===== config.mk =====
export PLATFORM = sky130hd
export DESIGN_NAME = status_unit
export DESIGN_NICKNAME = d
export VERILOG_FILES = /design/src/rtl/status_unit.sv
export SDC_FILE = /design/constraint.sdc
export NUM_CORES = 1
export LEC_CHECK = 0
export ABC_AREA = 1
export CORE_AREA = 2 2 39 41
export DETAILED_ROUTE_END_ITERATION = 8
export DIE_AREA = 0 0 41 43
export DONT_BUFFER_PORTS = 1
export PLACE_DENSITY = 0.49
export SLEW_MARGIN = 15
export SYNTH_ARGS = -nofsm -noshare
export SYNTH_HDL_FRONTEND = slang
export SYNTH_SLANG_ARGS = --single-unit

===== constraint.sdc =====
create_clock -name clk -period 2.9 [get_ports clk]
set_clock_uncertainty 0.05 [all_clocks]
set_input_delay 0.58 -clock clk [delete_from_list [all_inputs] [get_ports clk]]
set_output_delay 0.58 -clock clk [all_outputs]
set_load 0.005 [all_outputs]

===== src/rtl/status_unit.sv =====
// status_unit: condition-flag register {N,Z,C,V} feeding the ID-stage
// condition check, plus a small counter of flag-setting instructions that
// have been issued but have not yet written their flags.
//
// Optional feature: define STATUS_BYPASS_EN to forward the flag value being
// committed this cycle straight to status_ID (0-cycle forwarding). The
// hazard output then ignores the one in-flight instruction that is
// committing right now. Without the macro, status_ID comes only from the
// register, so there is no combinational path from the EXE-side inputs.
//
// Handshake note: there is no valid/ready pair here. "commit" is a
// single-cycle qualifier (s_en & ~freeze & ~flush). Each cycle it is high
// consumes exactly one flag write. issue_s is an unqualified pulse that is
// counted only when the pipeline is not frozen and not flushed.
module status_unit (
  input  logic        clk,
  input  logic        rst,
  input  logic        s_en,
  input  logic        arith,
  input  logic [31:0] result,
  input  logic        alu_c,
  input  logic        alu_v,
  input  logic        shift_c,
  input  logic        issue_s,
  input  logic        freeze,
  input  logic        flush,
  output logic [3:0]  status_ID,
  output logic [1:0]  pending,
  output logic        flag_hazard
);

  // Flag bit positions inside the 4-bit register.
  localparam int unsigned FLAG_N = 3;
  localparam int unsigned FLAG_Z = 2;
  localparam int unsigned FLAG_C = 1;
  localparam int unsigned FLAG_V = 0;

  localparam logic [1:0] PENDING_MAX = 2'd3;

  logic [3:0] flags_q;
  logic [3:0] flags_next;
  logic       commit;
  logic       pend_inc;
  logic       pend_dec;
  logic [1:0] pending_q;
  logic [1:0] pending_next;

  // A flag write happens only when EXE really retires a flag-setting op.
  assign commit = s_en & ~freeze & ~flush;

  // Next flag value from the EXE result. Logical ops take C from the
  // shifter and keep the current V.
  always_comb begin
    flags_next         = flags_q;
    flags_next[FLAG_N] = result[31];
    flags_next[FLAG_Z] = (result == 32'h0);
    flags_next[FLAG_C] = arith ? alu_c : shift_c;
    flags_next[FLAG_V] = arith ? alu_v : flags_q[FLAG_V];
  end

  // Flag register: cleared by reset, loaded on commit, otherwise held.
  always_ff @(posedge clk) begin
    if (rst) begin
      flags_q <= 4'b0000;
    end else if (commit) begin
      flags_q <= flags_next;
    end
  end

  // Up/down request for the pending counter. If an issue and a commit
  // land in the same cycle, they cancel out.
  assign pend_inc = issue_s & ~commit;
  assign pend_dec = commit & ~issue_s;

  // Next pending count. Freeze holds the count and takes priority over
  // flush. Flush drops every in-flight instruction. The counter saturates
  // at 3 and never wraps below 0.
  always_comb begin
    pending_next = pending_q;
    if (freeze) begin
      pending_next = pending_q;
    end else if (flush) begin
      pending_next = 2'd0;
    end else if (pend_inc) begin
      if (pending_q != PENDING_MAX) begin
        pending_next = pending_q + 2'd1;
      end
    end else if (pend_dec) begin
      if (pending_q != 2'd0) begin
        pending_next = pending_q - 2'd1;
      end
    end
  end

  // Pending register; reset overrides freeze and flush.
  always_ff @(posedge clk) begin
    if (rst) begin
      pending_q <= 2'd0;
    end else begin
      pending_q <= pending_next;
    end
  end

  assign pending = pending_q;

`ifdef STATUS_BYPASS_EN
  // Forward the committing value to ID in the same cycle. The committing
  // instruction therefore no longer causes a hazard.
  always_comb begin
    status_ID   = commit ? flags_next : flags_q;
    flag_hazard = (pending_q > 2'd1) | ((pending_q == 2'd1) & ~commit);
  end
`else
  // ID sees only the registered flags. Any pending write is a hazard.
  always_comb begin
    status_ID   = flags_q;
    flag_hazard = (pending_q != 2'd0);
  end
`endif

endmodule


==> results of run 1 <==
layout make-up:
| type | instances | area share, % |
|---|---|---|
| clock buffer | 3 | 4.70 |
| inverter | 8 | 6.27 |
| multi-input combinational | 60 | 59.8 |
| sequential | 6 | 25.1 |
| tap | 16 | 4.18 |
flip-flops by register name (all words and copies together) (netlist names):
name	flops
status_ID	4
pending	2
worst paths after layout:
path,start,to,cells after the start,slack (ns)
worst min register to register,status_ID[3]$_SDFFE_PP0P_,status_ID[3]$_SDFFE_PP0P_,2,0.44
worst max register to register,pending[0]$_SDFFE_PP0P_,pending[1]$_SDFFE_PP0P_,7,1.79
worst min-delay path,rst,status_ID[2]$_SDFFE_PP0P_,1,0.35
worst max-delay path,pending[0]$_SDFFE_PP0P_,flag_hazard,2,1.50
cells by family after synthesis:
family | Yosys count | synth area share (%)
simple gates | 53 | 56.4
compound gates | 7 | 9.17
buf+inv | 8 | 6.88
flops | 6 | 27.5
power groups by stage:
stage / Combinational, uW / Clock [uW] / Sequential, uW
5_1_grt: 38.8 / 83.3 / 91.4
2_1_floorplan: 29.1 / 0 / 91.3
3_3_place_gp: 33.0 / 0 / 92.2
3_5_place_dp: 33.5 / 0 / 92.2
4_1_cts: 33.6 / 81.0 / 90.6
6_report: 32.9 / 76.6 / 90.6
through the flow:
stage / cells / area [um2] / hold slack [ns] / utilization (%)
after floorplan: 74 / 437 / 0.406 / -
after global placement: 90 / 457 / 0.435 / 33.0
after detailed placement: 90 / 457 / 0.434 / 33.0
after CTS: 93 / 479 / 0.337 / 34.6
after global routing: 93 / 479 / 0.334 / 34.6
final: 93 / 479 / 0.345 / 34.6
cell usage in the layout, fill, tap and decap left out, drive strengths merged:
master / netlist / layout
inv: 8 / 8
nand3b: 1 / 1
clkbuf: 0 / 3
and2: 1 / 1
o21ai: 2 / 2
a31oi: 1 / 1
nor2: 26 / 26
nand4: 3 / 3
nand2: 17 / 17
nand3: 5 / 5
a21oi: 4 / 4
dfxtp: 6 / 6
metal layers:
layer / vias to the layer above / share of wire, % / global-route usage, %
li1: 241 / - / -
met1: 205 / 36 / 12.3
met2: 26 / 51 / 19.7
met3: 0 / 13 / 3.14
met4: 0 / 0 / 10.0
met5: - / 0 / 0
Yosys cell counts (2+ instances only):
cell,n,share of area [%]
sky130_fd_sc_hd__nand3_1,3,3.4
sky130_fd_sc_hd__a21oi_1,3,3.4
sky130_fd_sc_hd__dfxtp_1,6,28
sky130_fd_sc_hd__nand2_2,2,2.9
sky130_fd_sc_hd__nor2_2,2,2.9
sky130_fd_sc_hd__nand2_1,15,13
sky130_fd_sc_hd__nor2_1,24,21
sky130_fd_sc_hd__inv_2,5,4.3
sky130_fd_sc_hd__inv_1,3,2.6
sky130_fd_sc_hd__nand4_1,3,4.3
worst max-delay path, stage by stage (launching register included):
cell and delay [ns]:
sky130_fd_sc_hd__dfxtp_1 0.39, sky130_fd_sc_hd__inv_2 0.06, sky130_fd_sc_hd__nand2_2 0.08
==> tab_implementation.tex, run 1 <==
\begin{tabular}{lr}
\hline
Metric & Value \\
\hline
\multicolumn{2}{l}{\textbf{Setup path}} \\
Category of the most critical setup path & flip-flop to output port \\
Required @ worst endpoint & 2.27 ns \\
Crit path arrival time & 0.77 ns \\
Worst Setup Start Kind & flip-flop \\
Worst Setup End Kind & output port \\
Maximum fanout encountered on the critical timing path & 4 \\
\multicolumn{2}{l}{\textbf{Pwr}} \\
Switching share of power & 26.7\% \\
Post-route total power & 200 uW \\
Pleak & 0.000207 uW \\
Psw & 53.4 uW \\
Clk pwr share & 38.3\% \\
Share of total power in combinational logic & 16.5\% \\
Peak supply drop & 0.162 mV \\
Sequential power share & 45.3\% \\
P per Cell Area & 417 nW/um2 \\
Cell internal power dissipation & 147 uW \\
\multicolumn{2}{l}{\textbf{Detailed routing}} \\
Routed vias/inst & 5.08 \\
DRC marker count from the first detailed-route iteration & 6 \\
Post-Route WL & 968 um \\
Remaining design rule violation count & 0 \\
Detailed-route wire length per cell & 10.4 um \\
Remaining antenna violation count & 0 \\
First-pass iteration count of the detailed router & 4 \\
Vias after detailed routing & 472 \\
\multicolumn{2}{l}{\textbf{Floorplanning}} \\
Number of rows in the core area & 14 \\
Die height & 43 um \\
Core Area & 1380 um2 \\
Die area & 1760 um2 \\
Top-level I/O count & 49 \\
Effective utilization at floorplan & 31.6\% \\
Width of the chip & 41 um \\
\multicolumn{2}{l}{\textbf{CTS}} \\
Clock H-tree levels & 1 \\
\# Post-CTS Setup Buffers & 0 \\
Clock buffers created by TritonCTS & 3 \\
Clock-pin slew reported for the worst setup and hold paths after clock tree synthesis & 0.05 ns \\
TritonCTS clock tree & built \\
Clock latency reported for the late side of the worst-skew pair & 0.24 ns \\
Post-cts resize count & 0 \\
Number of buffers between clock root and the deepest sink & 2 \\
Clock Tree Root & sky130\_fd\_sc\_hd\_\_clkbuf\_4 \\
Sink Count & 6 \\
Cts hold-fix bufs & 0 \\
\multicolumn{2}{l}{\textbf{Timing}} \\
Final-layout setup total negative slack & 0 ns \\
Worst-Margin Slew & 0.166 ns \\
Max-slew violation count & 0 \\
Fin. Hold Viols & 0 \\
Minimum clock period & 1.40 ns \\
Fmax & 714 MHz \\
RSZ-0062 raised after global routing & false \\
Final setup violation count & 0 \\
Post-route clock period utilization & 48.3\% \\
Tightest slew margin relative to the limit & 88.8\% \\
Worst setup slack after layout & 1.50 ns \\
\multicolumn{2}{l}{\textbf{Cells and area}} \\
Number of nets in the layout & 121 \\
Area of the multi-input gates & 287 um2 \\
Share of cells above drive strength 1 & 19.5\% \\
Growth of design area from synthesis to finish & 9.74\% \\
Number of diodes added for antenna fixing & 0 \\
Flip-flop and latch area & 120 um2 \\
Number of inserted filler cells in the final layout & 166 \\
\multicolumn{2}{l}{\textbf{Global route}} \\
Wire length of the first global-routing pass & 1480 um \\
Vias in the first global route & 448 \\
Largest net degree at the start of global routing & 9 \\
Aggregate global-route resource usage & 12.3\% \\
Antenna violations before repair & 0 \\
Leftover overflow at the end of global routing & 0 \\
\multicolumn{2}{l}{\textbf{Place}} \\
Final HPWL DP & 850 um \\
Number of buffers added on ports & 0 \\
Final RePlAce weighted congestion & 0.687 \\
Worst slack at placement & 1.56 ns \\
\multicolumn{2}{l}{\textbf{Worst hold path}} \\
Path class of the lowest-slack min-delay path & primary input to flip-flop \\
\multicolumn{2}{l}{\textbf{Logic synthesis}} \\
Syn. warnings & 0 \\
Number of standard cells after synthesis & 74 \\
Register bit total from synthesis & 6 \\
Post-Synthesis Net Count & 116 \\
Mean Syn Cell Area & 5.90 um2 \\
Distinct cell type count after synthesis & 18 \\
Number of flops mapped to enable cells by yosys & 0 \\
Fraction of synthesis flops using an asynchronous set or reset pin & 0\% \\
Total standard cell area after synthesis & 437 um2 \\
Sequential share of the synthesized area & 27.5\% \\
Main flop type after synthesis & sky130\_fd\_sc\_hd\_\_dfxtp\_1 \\
\multicolumn{2}{l}{\textbf{Job}} \\
Total of max-cap violations & 0 \\
\multicolumn{2}{l}{\textbf{Run status}} \\
Outcome & complete, no violations \\
\hline
\end{tabular}
Power figures use the tool's default switching activity.
==> inputs of run 2 (changes only) <==
Clock period 2.9 ns to 1.3 ns, I/O delays scaled along.
==> run 2 against run 1 <==
Die area unchanged. Cell area unchanged. Setup slack worse by 1.3 ns. Clock-buffer cell count unchanged. Hold slack worse by 0.32 ns. Largest power group unchanged. Register-to-register slack worse by 1.6 ns. Wire length down 6.0%. First-iteration DRC count down 67%. Final cell count unchanged. Via count down 0.64%. Utilization unchanged. Highest routed layer unchanged.
==> tab_implementation.tex, run 2 (synthesized netlist as in run 1, its figures left out) <==
\begin{tabular}{lr}
\hline
Metric & Value \\
\hline
\multicolumn{2}{l}{\textbf{Cells and area}} \\
Number of inserted filler cells in the final layout & 170 \\
Top library cells by usage in the layout, fill and taps aside & sky130\_fd\_sc\_hd\_\_nor2\_1 (24), sky130\_fd\_sc\_hd\_\_nand2\_1 (15), sky130\_fd\_sc\_hd\_\_dfxtp\_1 (6) \\
Number of diodes added for antenna fixing & 0 \\
Share of cells above drive strength 1 & 19.5\% \\
Growth of design area from synthesis to finish & 9.74\% \\
Max FFs per register & 4 \\
Leading cell type in the layout, fill and taps excluded & sky130\_fd\_sc\_hd\_\_nor2\_1 \\
Number of nets in the layout & 121 \\
\multicolumn{2}{l}{\textbf{Timing}} \\
Fmax & 911 MHz \\
Fin. Hold Viols & 0 \\
Final setup violation count & 0 \\
Worst setup slack after layout & 0.202 ns \\
RSZ-0062 raised after global routing & false \\
Post-route clock period utilization & 84.5\% \\
Final-layout setup total negative slack & 0 ns \\
Worst-Margin Slew & 0.168 ns \\
Minimum clock period & 1.10 ns \\
Tightest slew margin relative to the limit & 88.8\% \\
Max-slew violation count & 0 \\
\multicolumn{2}{l}{\textbf{Setup path}} \\
Required @ worst endpoint & 1.38 ns \\
Worst Setup Start Kind & flip-flop \\
Crit path arrival time & 1.18 ns \\
Category of the most critical setup path & flip-flop to flip-flop \\
R2R Setup Slk & 0.20 ns \\
Worst Setup End Kind & flip-flop \\
Maximum fanout encountered on the critical timing path & 4 \\
Number of cell instances on the worst register-to-register path & 7 \\
Reg-to-reg endpoint & pending[0]\$\_SDFFE\_PP0P\_ \\
Source of the worst register-to-register timing path & pending[0]\$\_SDFFE\_PP0P\_ \\
\multicolumn{2}{l}{\textbf{Global route}} \\
Largest net degree at the start of global routing & 9 \\
Leftover overflow at the end of global routing & 0 \\
Antenna violations before repair & 0 \\
Wire length of the first global-routing pass & 1420 um \\
Vias in the first global route & 410 \\
Aggregate global-route resource usage & 11.5\% \\
\multicolumn{2}{l}{\textbf{Job}} \\
Total of max-cap violations & 0 \\
\multicolumn{2}{l}{\textbf{Place}} \\
Worst slack at placement & 0.199 ns \\
Final HPWL DP & 816 um \\
Number of buffers added on ports & 0 \\
Final RePlAce weighted congestion & 0.598 \\
\multicolumn{2}{l}{\textbf{CTS}} \\
Clock latency reported for the late side of the worst-skew pair & 0.24 ns \\
Number of buffers between clock root and the deepest sink & 2 \\
TritonCTS clock tree & built \\
Post-cts resize count & 0 \\
Clock H-tree levels & 1 \\
\# Post-CTS Setup Buffers & 0 \\
Cts hold-fix bufs & 0 \\
Clock Tree Root & sky130\_fd\_sc\_hd\_\_clkbuf\_4 \\
Clock-pin slew reported for the worst setup and hold paths after clock tree synthesis & 0.05 ns \\
Clock buffers created by TritonCTS & 3 \\
Sink Count & 6 \\
\multicolumn{2}{l}{\textbf{Run status}} \\
Outcome & complete, no violations \\
\multicolumn{2}{l}{\textbf{Floorplanning}} \\
Effective utilization at floorplan & 31.6\% \\
Width of the chip & 41 um \\
Die height & 43 um \\
Top-level I/O count & 49 \\
Number of rows in the core area & 14 \\
Die area & 1760 um2 \\
Core Area & 1380 um2 \\
\multicolumn{2}{l}{\textbf{Detailed routing}} \\
Remaining design rule violation count & 0 \\
Vias after detailed routing & 469 \\
Post-Route WL & 910 um \\
Detailed-route wire length per cell & 9.78 um \\
First-pass iteration count of the detailed router & 4 \\
DRC marker count from the first detailed-route iteration & 2 \\
Routed vias/inst & 5.04 \\
Remaining antenna violation count & 0 \\
\multicolumn{2}{l}{\textbf{Pwr}} \\
Peak supply drop & 0.380 mV \\
Pleak & 0.000207 uW \\
P per Cell Area & 931 nW/um2 \\
\multicolumn{2}{l}{\textbf{Worst hold path}} \\
Hold path startpoint & rst \\
Sink of the worst hold path & status\_ID[2]\$\_SDFFE\_PP0P\_ \\
Path class of the lowest-slack min-delay path & primary input to flip-flop \\
Worst hold path depth & 1 \\
\hline
\end{tabular}
-- run 2: where the power goes --
group / internal (uW) / leakage [uW] / switching, uW
Combinational: 29.5 / 0.000144 / 42.7
Clock: 104 / 0.0000138 / 67.6
Sequential: 193 / 0.0000490 / 8.66
-- run 2: stage by stage --
| step | cell area, um2 | hold slack (ns) | std cells | power (uW) | util [%] |
|---|---|---|---|---|---|
| 2_1_floorplan | 437 | 0.272 | 74 | 269 | - |
| 3_3_place_gp | 457 | 0.274 | 90 | 279 | 33.0 |
| 3_5_place_dp | 457 | 0.276 | 90 | 279 | 33.0 |
| 4_1_cts | 479 | 0.0151 | 93 | 459 | 34.6 |
| 5_1_grt | 479 | 0.0186 | 93 | 479 | 34.6 |
| 6_report | 479 | 0.0230 | 93 | 446 | 34.6 |
-- run 2: worst max-delay path by stage --
| stage | from | endpoint | slack, ns |
|---|---|---|---|
| final | pending[0]$_SDFFE_PP0P_ | pending[0]$_SDFFE_PP0P_ | 0.20 |
| after global routing | pending[1]$_SDFFE_PP0P_ | pending[1]$_SDFFE_PP0P_ | 0.07 |
| after CTS | pending[0]$_SDFFE_PP0P_ | pending[0]$_SDFFE_PP0P_ | 0.19 |
| after detailed placement | pending[0]$_SDFFE_PP0P_ | pending[0]$_SDFFE_PP0P_ | 0.20 |
| after global placement | pending[1]$_SDFFE_PP0P_ | pending[1]$_SDFFE_PP0P_ | 0.20 |
| after floorplan | pending[0]$_SDFFE_PP0P_ | pending[1]$_SDFFE_PP0P_ | 0.28 |
-- run 2: final cells by class --
cell class | count | area (um2) | area share (%)
Clock buffer | 3 | 22.5 | 4.70
Tap cell | 16 | 20.0 | 4.18
Multi-Input combinational cell | 60 | 287 | 59.8
Sequential cell | 6 | 120 | 25.1
Inverter | 8 | 30.0 | 6.27
-- run 2: worst max-delay path, stage by stage, from the launching register on --
cell and delay, ns:
sky130_fd_sc_hd__dfxtp_1 0.39, sky130_fd_sc_hd__inv_2 0.06, sky130_fd_sc_hd__nand2_2 0.08, sky130_fd_sc_hd__nand3b_1 0.09, sky130_fd_sc_hd__nand3_2 0.08, sky130_fd_sc_hd__nand2_2 0.07, sky130_fd_sc_hd__nor2_1 0.12, sky130_fd_sc_hd__nor2_2 0.05
-- run 2: routing by layer --
metal  global-route usage [%]  routed length (um)  up-vias
li1                         -                   -      243
met3                     2.62                 123        0
met5                        0                   0        -
met1                     13.2                 338      199
met2                     17.8                 448       27
met4                     8.00                   0        0
